--- src/rtl/apb_cmd_master.sv ---
// apb_cmd_master: queued word read/write commands issued as APB transfers.
// Define APB_PREADY_EN to add a pready input for slave wait states.
module apb_cmd_master #(
  parameter int FIFO_DEPTH = 2,
  parameter int ADDR_W     = 32,
  parameter int DATA_W     = 32
) (
  input  logic              pclk,
  input  logic              presetn,
  input  logic              req_valid,
  output logic              req_ready,
  input  logic              req_write,
  input  logic [ADDR_W-1:0] req_addr,
  input  logic [DATA_W-1:0] req_wdata,
  output logic              rsp_valid,
  output logic              rsp_write,
  output logic              rsp_err,
  output logic [DATA_W-1:0] rsp_rdata,
  output logic              psel,
  output logic              penable,
  output logic              pwrite,
  output logic [ADDR_W-1:0] paddr,
  output logic [DATA_W-1:0] pwdata,
`ifdef APB_PREADY_EN
  input  logic              pready,
`endif
  input  logic [DATA_W-1:0] prdata
);

  localparam int PW = $clog2(FIFO_DEPTH);
  localparam int CW = PW + 1;

  typedef struct packed {
    logic              wr;
    logic [ADDR_W-1:0] addr;
    logic [DATA_W-1:0] wdata;
  } cmd_t;

  typedef enum logic [1:0] {
    IDLE   = 2'd0,
    SETUP  = 2'd1,
    ACCESS = 2'd2
  } state_t;

  cmd_t          mem [FIFO_DEPTH];
  logic [PW-1:0] wr_ptr;
  logic [PW-1:0] rd_ptr;
  logic [CW-1:0] count;
  logic [CW-1:0] cnt_n;

  state_t state;
  state_t state_n;

  logic push;
  logic pop;
  logic done;
  logic ld;
  logic nxt_avail;
  cmd_t in_cmd;
  cmd_t head;
  cmd_t nxt_cmd;
  cmd_t ld_cmd;

  logic              psel_n;
  logic              pen_n;
  logic              rv_n;
  logic              re_n;
  logic              rw_n;
  logic [DATA_W-1:0] rd_n;

`ifdef APB_PREADY_EN
  assign done = pready;
`else
  assign done = 1'b1;
`endif

  assign push   = req_valid && req_ready;
  assign in_cmd = '{wr: req_write, addr: req_addr, wdata: req_wdata};
  assign head   = mem[rd_ptr];

  // Head after the in-flight pop; a same-edge push fills an otherwise empty queue.
  assign nxt_avail = (count > CW'(1)) || push;
  assign nxt_cmd   = (count > CW'(1)) ? mem[rd_ptr + PW'(1)] : in_cmd;

  // Occupancy update from push/pop.
  always_comb begin
    cnt_n = count;
    unique case (1'b1)
      push && !pop: cnt_n = count + CW'(1);
      pop && !push: cnt_n = count - CW'(1);
      default:      cnt_n = count;
    endcase
  end

  // Command storage; entries are only valid below count, so no reset.
  always_ff @(posedge pclk) begin
    if (push) begin
      mem[wr_ptr] <= in_cmd;
    end
  end

  // FIFO pointers, occupancy and registered ready.
  always_ff @(posedge pclk or negedge presetn) begin
    if (!presetn) begin
      wr_ptr    <= '0;
      rd_ptr    <= '0;
      count     <= '0;
      req_ready <= 1'b0;
    end else begin
      if (push) wr_ptr <= wr_ptr + PW'(1);
      if (pop)  rd_ptr <= rd_ptr + PW'(1);
      count     <= cnt_n;
      req_ready <= (cnt_n != CW'(FIFO_DEPTH));
    end
  end

  // FSM state register.
  always_ff @(posedge pclk or negedge presetn) begin
    if (!presetn) begin
      state <= IDLE;
    end else begin
      state <= state_n;
    end
  end

  // Next state, pop and next values of the registered outputs.
  always_comb begin
    state_n = state;
    pop     = 1'b0;
    ld      = 1'b0;
    ld_cmd  = head;
    psel_n  = 1'b0;
    pen_n   = 1'b0;
    rv_n    = 1'b0;
    re_n    = 1'b0;
    rw_n    = rsp_write;
    rd_n    = rsp_rdata;
    unique case (state)
      IDLE: begin
        if (count != '0) begin
          if (head.addr[1:0] != 2'b00) begin
            pop  = 1'b1;
            rv_n = 1'b1;
            re_n = 1'b1;
            rw_n = head.wr;
            rd_n = '0;
          end else begin
            state_n = SETUP;
            psel_n  = 1'b1;
            ld      = 1'b1;
          end
        end
      end
      SETUP: begin
        state_n = ACCESS;
        psel_n  = 1'b1;
        pen_n   = 1'b1;
      end
      ACCESS: begin
        if (!done) begin
          psel_n = 1'b1;
          pen_n  = 1'b1;
        end else begin
          pop  = 1'b1;
          rv_n = 1'b1;
          rw_n = pwrite;
          rd_n = pwrite ? '0 : prdata;
          if (nxt_avail && nxt_cmd.addr[1:0] == 2'b00) begin
            state_n = SETUP;
            psel_n  = 1'b1;
            ld      = 1'b1;
            ld_cmd  = nxt_cmd;
          end else begin
            state_n = IDLE;
          end
        end
      end
      default: state_n = IDLE;
    endcase
  end

  // Registered APB and response outputs; bus fields hold while idle.
  always_ff @(posedge pclk or negedge presetn) begin
    if (!presetn) begin
      psel      <= 1'b0;
      penable   <= 1'b0;
      pwrite    <= 1'b0;
      paddr     <= '0;
      pwdata    <= '0;
      rsp_valid <= 1'b0;
      rsp_err   <= 1'b0;
      rsp_write <= 1'b0;
      rsp_rdata <= '0;
    end else begin
      psel      <= psel_n;
      penable   <= pen_n;
      rsp_valid <= rv_n;
      rsp_err   <= re_n;
      rsp_write <= rw_n;
      rsp_rdata <= rd_n;
      if (ld) begin
        pwrite <= ld_cmd.wr;
        paddr  <= ld_cmd.addr;
        pwdata <= ld_cmd.wdata;
      end
    end
  end

endmodule

--- config.mk ---
export PLATFORM = sky130hd
export DESIGN_NAME = apb_cmd_master
export DESIGN_NICKNAME = d
export VERILOG_FILES = /design/src/rtl/apb_cmd_master.sv
export SDC_FILE = /design/constraint.sdc
export NUM_CORES = 1
export LEC_CHECK = 0
export BUFFER_PORTS_ARGS = -buffer_cell sky130_fd_sc_hd__buf_4
export CORE_MARGIN = 3
export CORE_UTILIZATION = 60
export DETAILED_ROUTE_END_ITERATION = 12
export GPL_TIMING_DRIVEN = 0
export PLACE_DENSITY = 0.95
export SLEW_MARGIN = 20
export SYNTH_ARGS = -nofsm -noshare
export SYNTH_HDL_FRONTEND = slang
export SYNTH_SLANG_ARGS = --single-unit
--- constraint.sdc ---
create_clock -name pclk -period 9 [get_ports pclk]
set_input_delay 0.45 -clock pclk [delete_from_list [all_inputs] [get_ports pclk]]
set_output_delay 0.45 -clock pclk [all_outputs]
set_load 0.02 [all_outputs]
* Word level (Yosys, flattened, before mapping) *
Memory sizes are Yosys's and may differ from the RTL's.
Cells that the tools add are included.
W data, S select, Z words.

operators by class
  equal/unequal tests = 6
  multiplexer cells = 27
  bitwise logic cells = 0
  divide/modulo/power cells = 0
  $lt $le $gt $ge = 1
  $mul = 0
  shift operators = 0
  add/subtract/negate cells = 4
  reduce and logical (&&, ||, !) cells = 14

operators by type and width
  kind                   count
  $mux W65               3
  $mux W32               3
  $pmux W32 S2           1
  $mux W1                12
  $ne A2 B2 Y1 const B   4
  $pmux W1 S2            3
  $pmux W2 S3            1
  $reduce_bool A2 Y1     3
  $logic_and A1 B1 Y1    4
  $logic_not A2 Y1       2
  $mux W2                2
  $pmux W2 S2            1
  $pmux W1 S3            1
  $reduce_and A3 Y1      1
  $add A1 B1 Y1 const B  2
  $add A2 B1 Y2 const B  1
  $eq A2 B1 Y1 const B   1
  $eq A2 B2 Y1 const B   1
  $gt A2 B1 Y1 const B   1
  $logic_not A1 Y1       2
  $reduce_and A2 Y1      1
  $sub A2 B1 Y2 const B  1
  $logic_or A1 B1 Y1     1

word-level totals
  output and inout port bits = 103
  memory bits (writable) = 130
  bits in read-only memories = 0
  word-level logic and storage cells = 67
  bits in registers = 109
  memories kept = 1
  input bits = 100
  bits in latches = 0

memory list
  memory  words  width  read ports  clocked after memory_dff  wr ports  line  source
  mem     2      65     2           0                         1         45    cmd_t mem [FIFO_DEPTH];

* Logic depth before layout (Yosys ltp) *
Gate-level depths: netlist of run 1.
An unclocked memory read counts as a cell.

  word-level depth = 9
  depth in mapped cells = 10
  mapped depth without buffers = 9

* Worst setup path before layout of run 1 *
Ideal clock, no wire load.

  path kind = flip-flop to flip-flop
  from = register req_ready
  to = memory mem[0][0] (netlist bit), enable pin
  arrival = 3313 ps
  data required time = 8512 ps
  period minus slack after synthesis = 3801 ps
  library setup time = 488 ps
  setup slack = 5199 ps
  stages on the path, launching flop included = 3
  cells stage by stage = dfrtp_1 -> nand2_2 -> nor2_1

between the ends
  cells in the longest elaborated chain, start to end = 3

ends and longest elaborated chain
  item                           line  source
  start: declaration             11    output logic req_ready,
  start signal: assignment       113   req_ready <= (cnt_n != CW'(FIFO_DEPTH));
  $logic_and A1 B1 Y1            77    assign push = req_valid && req_ready;
  $mux W1                        97    if (push) begin
  $mux W1 (implied by the code)  98    mem[wr_ptr] <= in_cmd;
  end: declaration               45

No other way between the ends.

* Final worst setup path of run 1 *
  from = register count[1]
  to = register paddr[24]

between the ends
  cells in the longest elaborated chain, start to end = 6
  elaborated cells between the ends (all ways) = 11

ends and longest elaborated chain
  item                                     line    source
  start: declaration                       48      logic [CW-1:0] count;
  start signal: assignment                 112     count <= cnt_n;
  $gt A2 B1 Y1                             82, 83
  $mux W65                                 83      assign nxt_cmd = (count > CW'(1)) ? mem[rd_ptr + PW'(1)] : in_cmd;
  $logic_not A2 Y1                         168     if (nxt_avail && nxt_cmd.addr[1:0] == 2'b00) begin
  $logic_and A1 B1 Y1                      168
  $mux W1 or $mux W65 (tied branches)      168
  $pmux W1 S2 or $mux W65 (tied branches)  138     unique case (state)
  end signal: assignment                   203     paddr <= ld_cmd.addr;
  end: declaration                         22      output logic [ADDR_W-1:0] paddr,

Several ways; a longest one is shown, not always the timed one.
A chain may end at the register's enable or synchronous reset.

==> impl_metrics.json, run 1 <==
{
  "outcome": "complete, no violations",
  "worstPathArrival_ns": 3.13,
  "crit_fanout": 10,
  "power_density_mw_per_mm2": 346,
  "grt_pass1_wl_mm": 40.6,
  "die_y_um": 139,
  "clkLatencyLatePin_ns": 0.51,
  "syn_inst": 742,
  "setup_tns_ns": 0,
  "root_buffer": "clkbuf_16",
  "grt_use_total_pct": 25.9,
  "io_pins": 203,
  "avgViaCountPerCell": 5.79,
  "wl_met1_mm": 9.86,
  "top_layer": "met4",
  "final_hold_viol_count": 0,
  "ant_nets": 0,
  "rsz0062_at_grt": "no",
  "cts_setup_buffers": 0,
  "ys.flop_type": "edfxtp_1",
  "n_antenna_cell": 0,
  "grt_max_degree": 70,
  "period_needed_ns": 2.70,
  "total_power_mw": 4.61,
  "area_growth_pct": 25.4,
  "hpwlAfterDp_mm": 17.1,
  "start_util_pct": 61.4,
  "peakVddDrop_uv": 272,
  "core_mm2": 0.0173,
  "ys_seq_area_share_pct": 62.5,
  "drtIter0Drc": 323,
  "io_buffers": 202,
  "yosysTopAreaCell": "edfxtp_1",
  "ys_warn_count": 0,
  "die_x_um": 139,
  "ys_types": 31,
  "cp.required_ns": 9.43,
  "rows": 48,
  "route.met2.wl_mm": 13.0,
  "route.met3.wl_mm": 2.03,
  "htree_levels": 1,
  "vias": 7062,
  "cts_tree": "built",
  "hold_class": "in2reg",
  "placedCellCount": 1174,
  "synth-edff-count": 130,
  "p_leak_nw": 5.93,
  "drive_above_1_share_pct": 33.8,
  "relSlewSlack_pct": 55.0,
  "routed_wl_mm": 25.3,
  "cts_resized": 0,
  "antenna_found_initial": 0,
  "synth_seq_cells": 239,
  "period_share_pct": 30.0,
  "async_flop_share_pct": 45.6,
  "synth.avg_cell_area_um2": 14.3,
  "fillers": 1049,
  "cap_violations": 0,
  "drv_slew": 0,
  "yosysMostFrequentCell": "mux2i_1",
  "finalClockSkew_ns": 0.00912,
  "place.gp.congestion": 0.785,
  "synth_top_area_share_pct": 36.8,
  "grt_pass1_vias": 7736,
  "instances_no_fill": 1219,
  "path_clk_slew_ns": 0.07,
  "synthTopCellsByCount": "mux2i_1 (190), edfxtp_1 (130), dfrtp_1 (109)",
  "cts.sinks": 239,
  "start_kind": "flip-flop",
  "gr-total-overflow": 0,
  "critPathCaptureType": "flip-flop",
  "synth_area_mm2": 0.0106,
  "synth_fp_nets": 846,
  "cts_hold_buf": 1,
  "whs_ns": 0.126,
  "critical_path_class": "reg2reg",
  "max_freq_mhz": 370,
  "synth_top_cells_by_area": "edfxtp_1 (37%), dfrtp_1 (26%), mux2i_1 (18%)",
  "avgRoutedWirePerCell_um": 20.8,
  "cts_buffers": 24,
  "nets": 1080,
  "die_area_mm2": 0.0193,
  "worst_pin_slew_ns": 0.674,
  "drc_errors": 0,
  "first_pass_iters": 5,
  "clockBufferDepth": 3,
  "setup_viol": 0
}
==> stage by stage <==
stage               util, %  setup slack (ns)  instance area (um2)
finish                 76.9              6.30                13300
global route           76.9              6.10                13300
CTS                    76.9              6.28                13300
detailed placement     72.6              6.37                12600
global placement       71.8              3.39                12400
floorplan                 -              5.20                10600
==> path summary, 6_finish.rpt <==
kind	end	cells past startpoint	from	slack (ns)
max in group asynchronous	pwdata[29]	3	presetn	7.90
max	paddr[24]	8	count[1]	6.30
min	mem[0][17]	1	req_wdata[17]	0.13
max reg2reg	paddr[24]	8	count[1]	6.30
min in group asynchronous	paddr[0]	2	presetn	0.42
min reg2reg	rsp_rdata[23]	1	rsp_rdata[23]	0.51
==> cell families after synthesis <==
| logic type | Yosys count | synth area share, % |
|---|---|---|
| flip-flops | 239 | 62.5 |
| AND/OR/NAND/NOR | 88 | 3.64 |
| AO/OA/AOI/OAI | 102 | 6.06 |
| XOR/XNOR | 2 | 0.165 |
| adder cells (fa/ha/maj) | 4 | 0.471 |
| buffers and inverters | 53 | 2.49 |
| multiplexers | 254 | 24.7 |
==> registers in the layout (all words and copies together), names as in the netlist, 2 cells and up <==
register   count
state          2
paddr         32
count          2
pwdata        32
rsp_rdata     32
mem          130
==> power breakdown <==
group	total, mW	switching [mW]	internal, mW	leakage (nW)
clock	0.936	0.403	0.533	0.362
sequential	1.72	0.194	1.53	2.59
combinational	1.95	1.09	0.866	2.99
==> final cells by class <==
cell class | instances | area, um2 | share of cell area, %
buffer | 48 | 245 | 1.84
clock buffer | 39 | 697 | 5.24
clock inverter | 5 | 42.5 | 0.320
inverter | 5 | 18.8 | 0.141
multi-input combinational | 450 | 3730 | 28.0
sequential | 239 | 6630 | 49.8
tap | 225 | 282 | 2.12
timing repair buffer | 208 | 1660 | 12.5
==> worst max-delay path, stage by stage (launching register included) <==
cell and delay, ns:
dfrtp_1 0.40, inv_1 0.08, ha_1 0.13, nand2b_1 0.11, clkbuf_1 0.50, clkbuf_1 0.52, clkbuf_1 0.49, a21oi_1 0.19
mux2i_1 0.18
==> cells in the final DEF, fill, tap and decap left out, types with 19 or more instances in the layout <==
master	synthesis	layout
mux2_2	64	64
a21oi_1	63	63
buf_2	19	19
mux2i_1	190	190
buf_4	3	204
clkbuf_1	20	31
edfxtp_1	130	130
clkbuf_16	0	24
nor2_1	65	64
dfrtp_1	109	109
a22o_1	32	32
==> per-layer routing <==
layer  vias to the layer above  global-route usage [%]
li1                       3229                       -
met1                      3513                    33.3
met2                       279                    45.1
met3                        41                    5.86
met4                         0                    6.23
met5                         -                       0
Power figures use the tool's default switching activity.
==> inputs of run 2 (changes only) <==
--- a/config.mk
+++ b/config.mk
@@ -7,10 +7,10 @@
 export LEC_CHECK = 0
 export BUFFER_PORTS_ARGS = -buffer_cell sky130_fd_sc_hd__buf_4
 export CORE_MARGIN = 3
-export CORE_UTILIZATION = 60
+export CORE_UTILIZATION = 56
 export DETAILED_ROUTE_END_ITERATION = 12
 export GPL_TIMING_DRIVEN = 0
-export PLACE_DENSITY = 0.95
+export PLACE_DENSITY = 0.92
 export SLEW_MARGIN = 20
 export SYNTH_ARGS = -nofsm -noshare
 export SYNTH_HDL_FRONTEND = slang
==> constraint.sdc (replaced) <==
create_clock -name pclk -period 2.5 [get_ports pclk]
set_input_delay 0.125 -clock pclk [delete_from_list [all_inputs] [get_ports pclk]]
set_output_delay 0.125 -clock pclk [all_outputs]
set_load 0.02 [all_outputs]
==> run 2 against run 1 <==
  * Core utilization is 1.9 points higher
  * Worst hold slack worse by 0.013 ns
  * Maximum frequency up 16%
  * Largest power group unchanged
==> impl_metrics.json, run 2 (synthesis gave the netlist of run 1 again) <==
{
  "outcome": "complete, no violations",
  "power_density_mw_per_mm2": 1200,
  "drtIter0Drc": 384,
  "crit_fanout": 10,
  "clkLatencyLatePin_ns": 0.51,
  "whs_ns": 0.113,
  "hpwlAfterDp_mm": 17.1,
  "layout_common_cells": "buf_4 (204), mux2i_1 (190), edfxtp_1 (130), dfrtp_1 (109), dlygate4sd3_1 (99)",
  "instances_no_fill": 1323,
  "root_buffer": "clkbuf_16",
  "peakVddDrop_uv": 760,
  "io_buffers": 202,
  "critPathCaptureType": "flip-flop",
  "cp_common_cell": "buf_6",
  "place.gp.congestion": 0.805,
  "path_clk_slew_ns": 0.06,
  "vias": 7611,
  "cts.sinks": 239,
  "period_share_pct": 93.0,
  "cts_tree": "built",
  "worst_pin_slew_ns": 0.666,
  "drive_above_1_share_pct": 31.9,
  "setup_viol": 0,
  "clockBufferDepth": 3,
  "placedCellCount": 1178,
  "total_power_mw": 17.3,
  "relSlewSlack_pct": 55.6,
  "nets": 1179,
  "die_x_um": 144,
  "p_leak_nw": 6.40,
  "hold_class": "in2async",
  "cp.required_ns": 2.93,
  "start_util_pct": 58.1,
  "worstPathArrival_ns": 2.75,
  "fillers": 1001,
  "regMostFlops": "mem",
  "path_cells": "ha_1, nand2b_1, clkbuf_2, o21bai_1, a21oi_2, buf_6, buf_6, mux2i_1",
  "io_pins": 203,
  "grt_pass1_vias": 8318,
  "cap_violations": 0,
  "final_hold_viol_count": 0,
  "finalClockSkew_ns": 0.0101,
  "htree_levels": 1,
  "core_mm2": 0.0183,
  "n_antenna_cell": 0,
  "grt_use_total_pct": 28.1,
  "final_common_cell": "buf_4",
  "first_pass_iters": 5,
  "area_growth_pct": 35.6,
  "avgViaCountPerCell": 5.75,
  "antenna_found_initial": 0,
  "rows": 49,
  "die_y_um": 144,
  "ant_nets": 0,
  "grt_pass1_wl_mm": 45.1,
  "die_area_mm2": 0.0206,
  "slowest_delay_ns": 0.42,
  "cts_setup_buffers": 0,
  "cp_slowest_cell": "dfrtp_1",
  "period_needed_ns": 2.33,
  "drc_errors": 0,
  "drv_slew": 0,
  "critical_path_class": "reg2reg",
  "rsz0062_at_grt": "no",
  "grt_max_degree": 68,
  "routed_wl_mm": 29.0,
  "avgRoutedWirePerCell_um": 21.9,
  "max_freq_mhz": 430,
  "cts_buffers": 25,
  "gr-total-overflow": 0,
  "largest_register_ffs": 130,
  "start_kind": "flip-flop"
}
## run 2: layout make-up
| cell class | count | area [um2] | share of cell area [%] |
|---|---|---|---|
| buffer | 48 | 251 | 1.75 |
| clock buffer | 36 | 749 | 5.21 |
| clock inverter | 10 | 77.6 | 0.539 |
| inverter | 5 | 18.8 | 0.130 |
| multi-input combinational | 450 | 3750 | 26.1 |
| sequential | 239 | 6630 | 46.1 |
| tap | 229 | 287 | 1.99 |
| timing repair buffer | 306 | 2630 | 18.2 |
## run 2: per-layer routing
layer | global-route usage, % | routed length, um
met1 | 34.8 | 11300
met2 | 49.3 | 14700
met3 | 6.12 | 2060
met4 | 8.97 | 869
met5 | 0 | 0
## run 2: power breakdown
part	internal, mW	leakage, nW	switching [mW]
clock network	2.19	0.415	1.49
logic	3.23	3.40	4.11
registers	5.50	2.59	0.759
## run 2: final timing paths
kind                               startpoint       endpoint  slack (ns)  cells past startpoint
worst min register to register  rsp_rdata[29]  rsp_rdata[29]        0.51                      1
worst max register to register       count[0]     pwdata[21]        0.17                      8
worst min-delay path                  presetn  rsp_rdata[31]        0.11                      2
min in group pclk                req_addr[30]     mem[0][62]        0.35                      2
max in group asynchronous             presetn       paddr[7]        1.67                      3
worst max-delay path                 count[0]     pwdata[21]        0.17                      8
## run 2: critical path: cells and delay by family (launching register included)
family | cells | cell delay, ns
AO/OA/AOI/OAI | 2 | 0.53
adder cells (fa/ha/maj) | 1 | 0.20
AND/OR/NAND/NOR | 1 | 0.15
flip-flops | 1 | 0.42
buffers and inverters | 3 | 0.68
multiplexers | 1 | 0.24
## run 2: timing repair
item | CTS | global route
setup endpoints to repair | 41 | 6
hold buffers | 99 | 0
resized for setup | 2 | 7
endpoints found under the hold margin | 299 | 0
## run 2: metrics by stage
stage / util (%) / instance area [um2] / setup slack (ns) / setup TNS [ns]
final: 78.8 / 14400 / 0.175 / 0
after global routing: 78.8 / 14400 / 0.00507 / 0
after CTS: 78.7 / 14400 / 0.0698 / 0
after detailed placement: 68.7 / 12500 / -0.250 / -7.39
after global placement: 68.0 / 12400 / -0.163 / -5.13
after floorplan: - / 10600 / 0.514 / 0
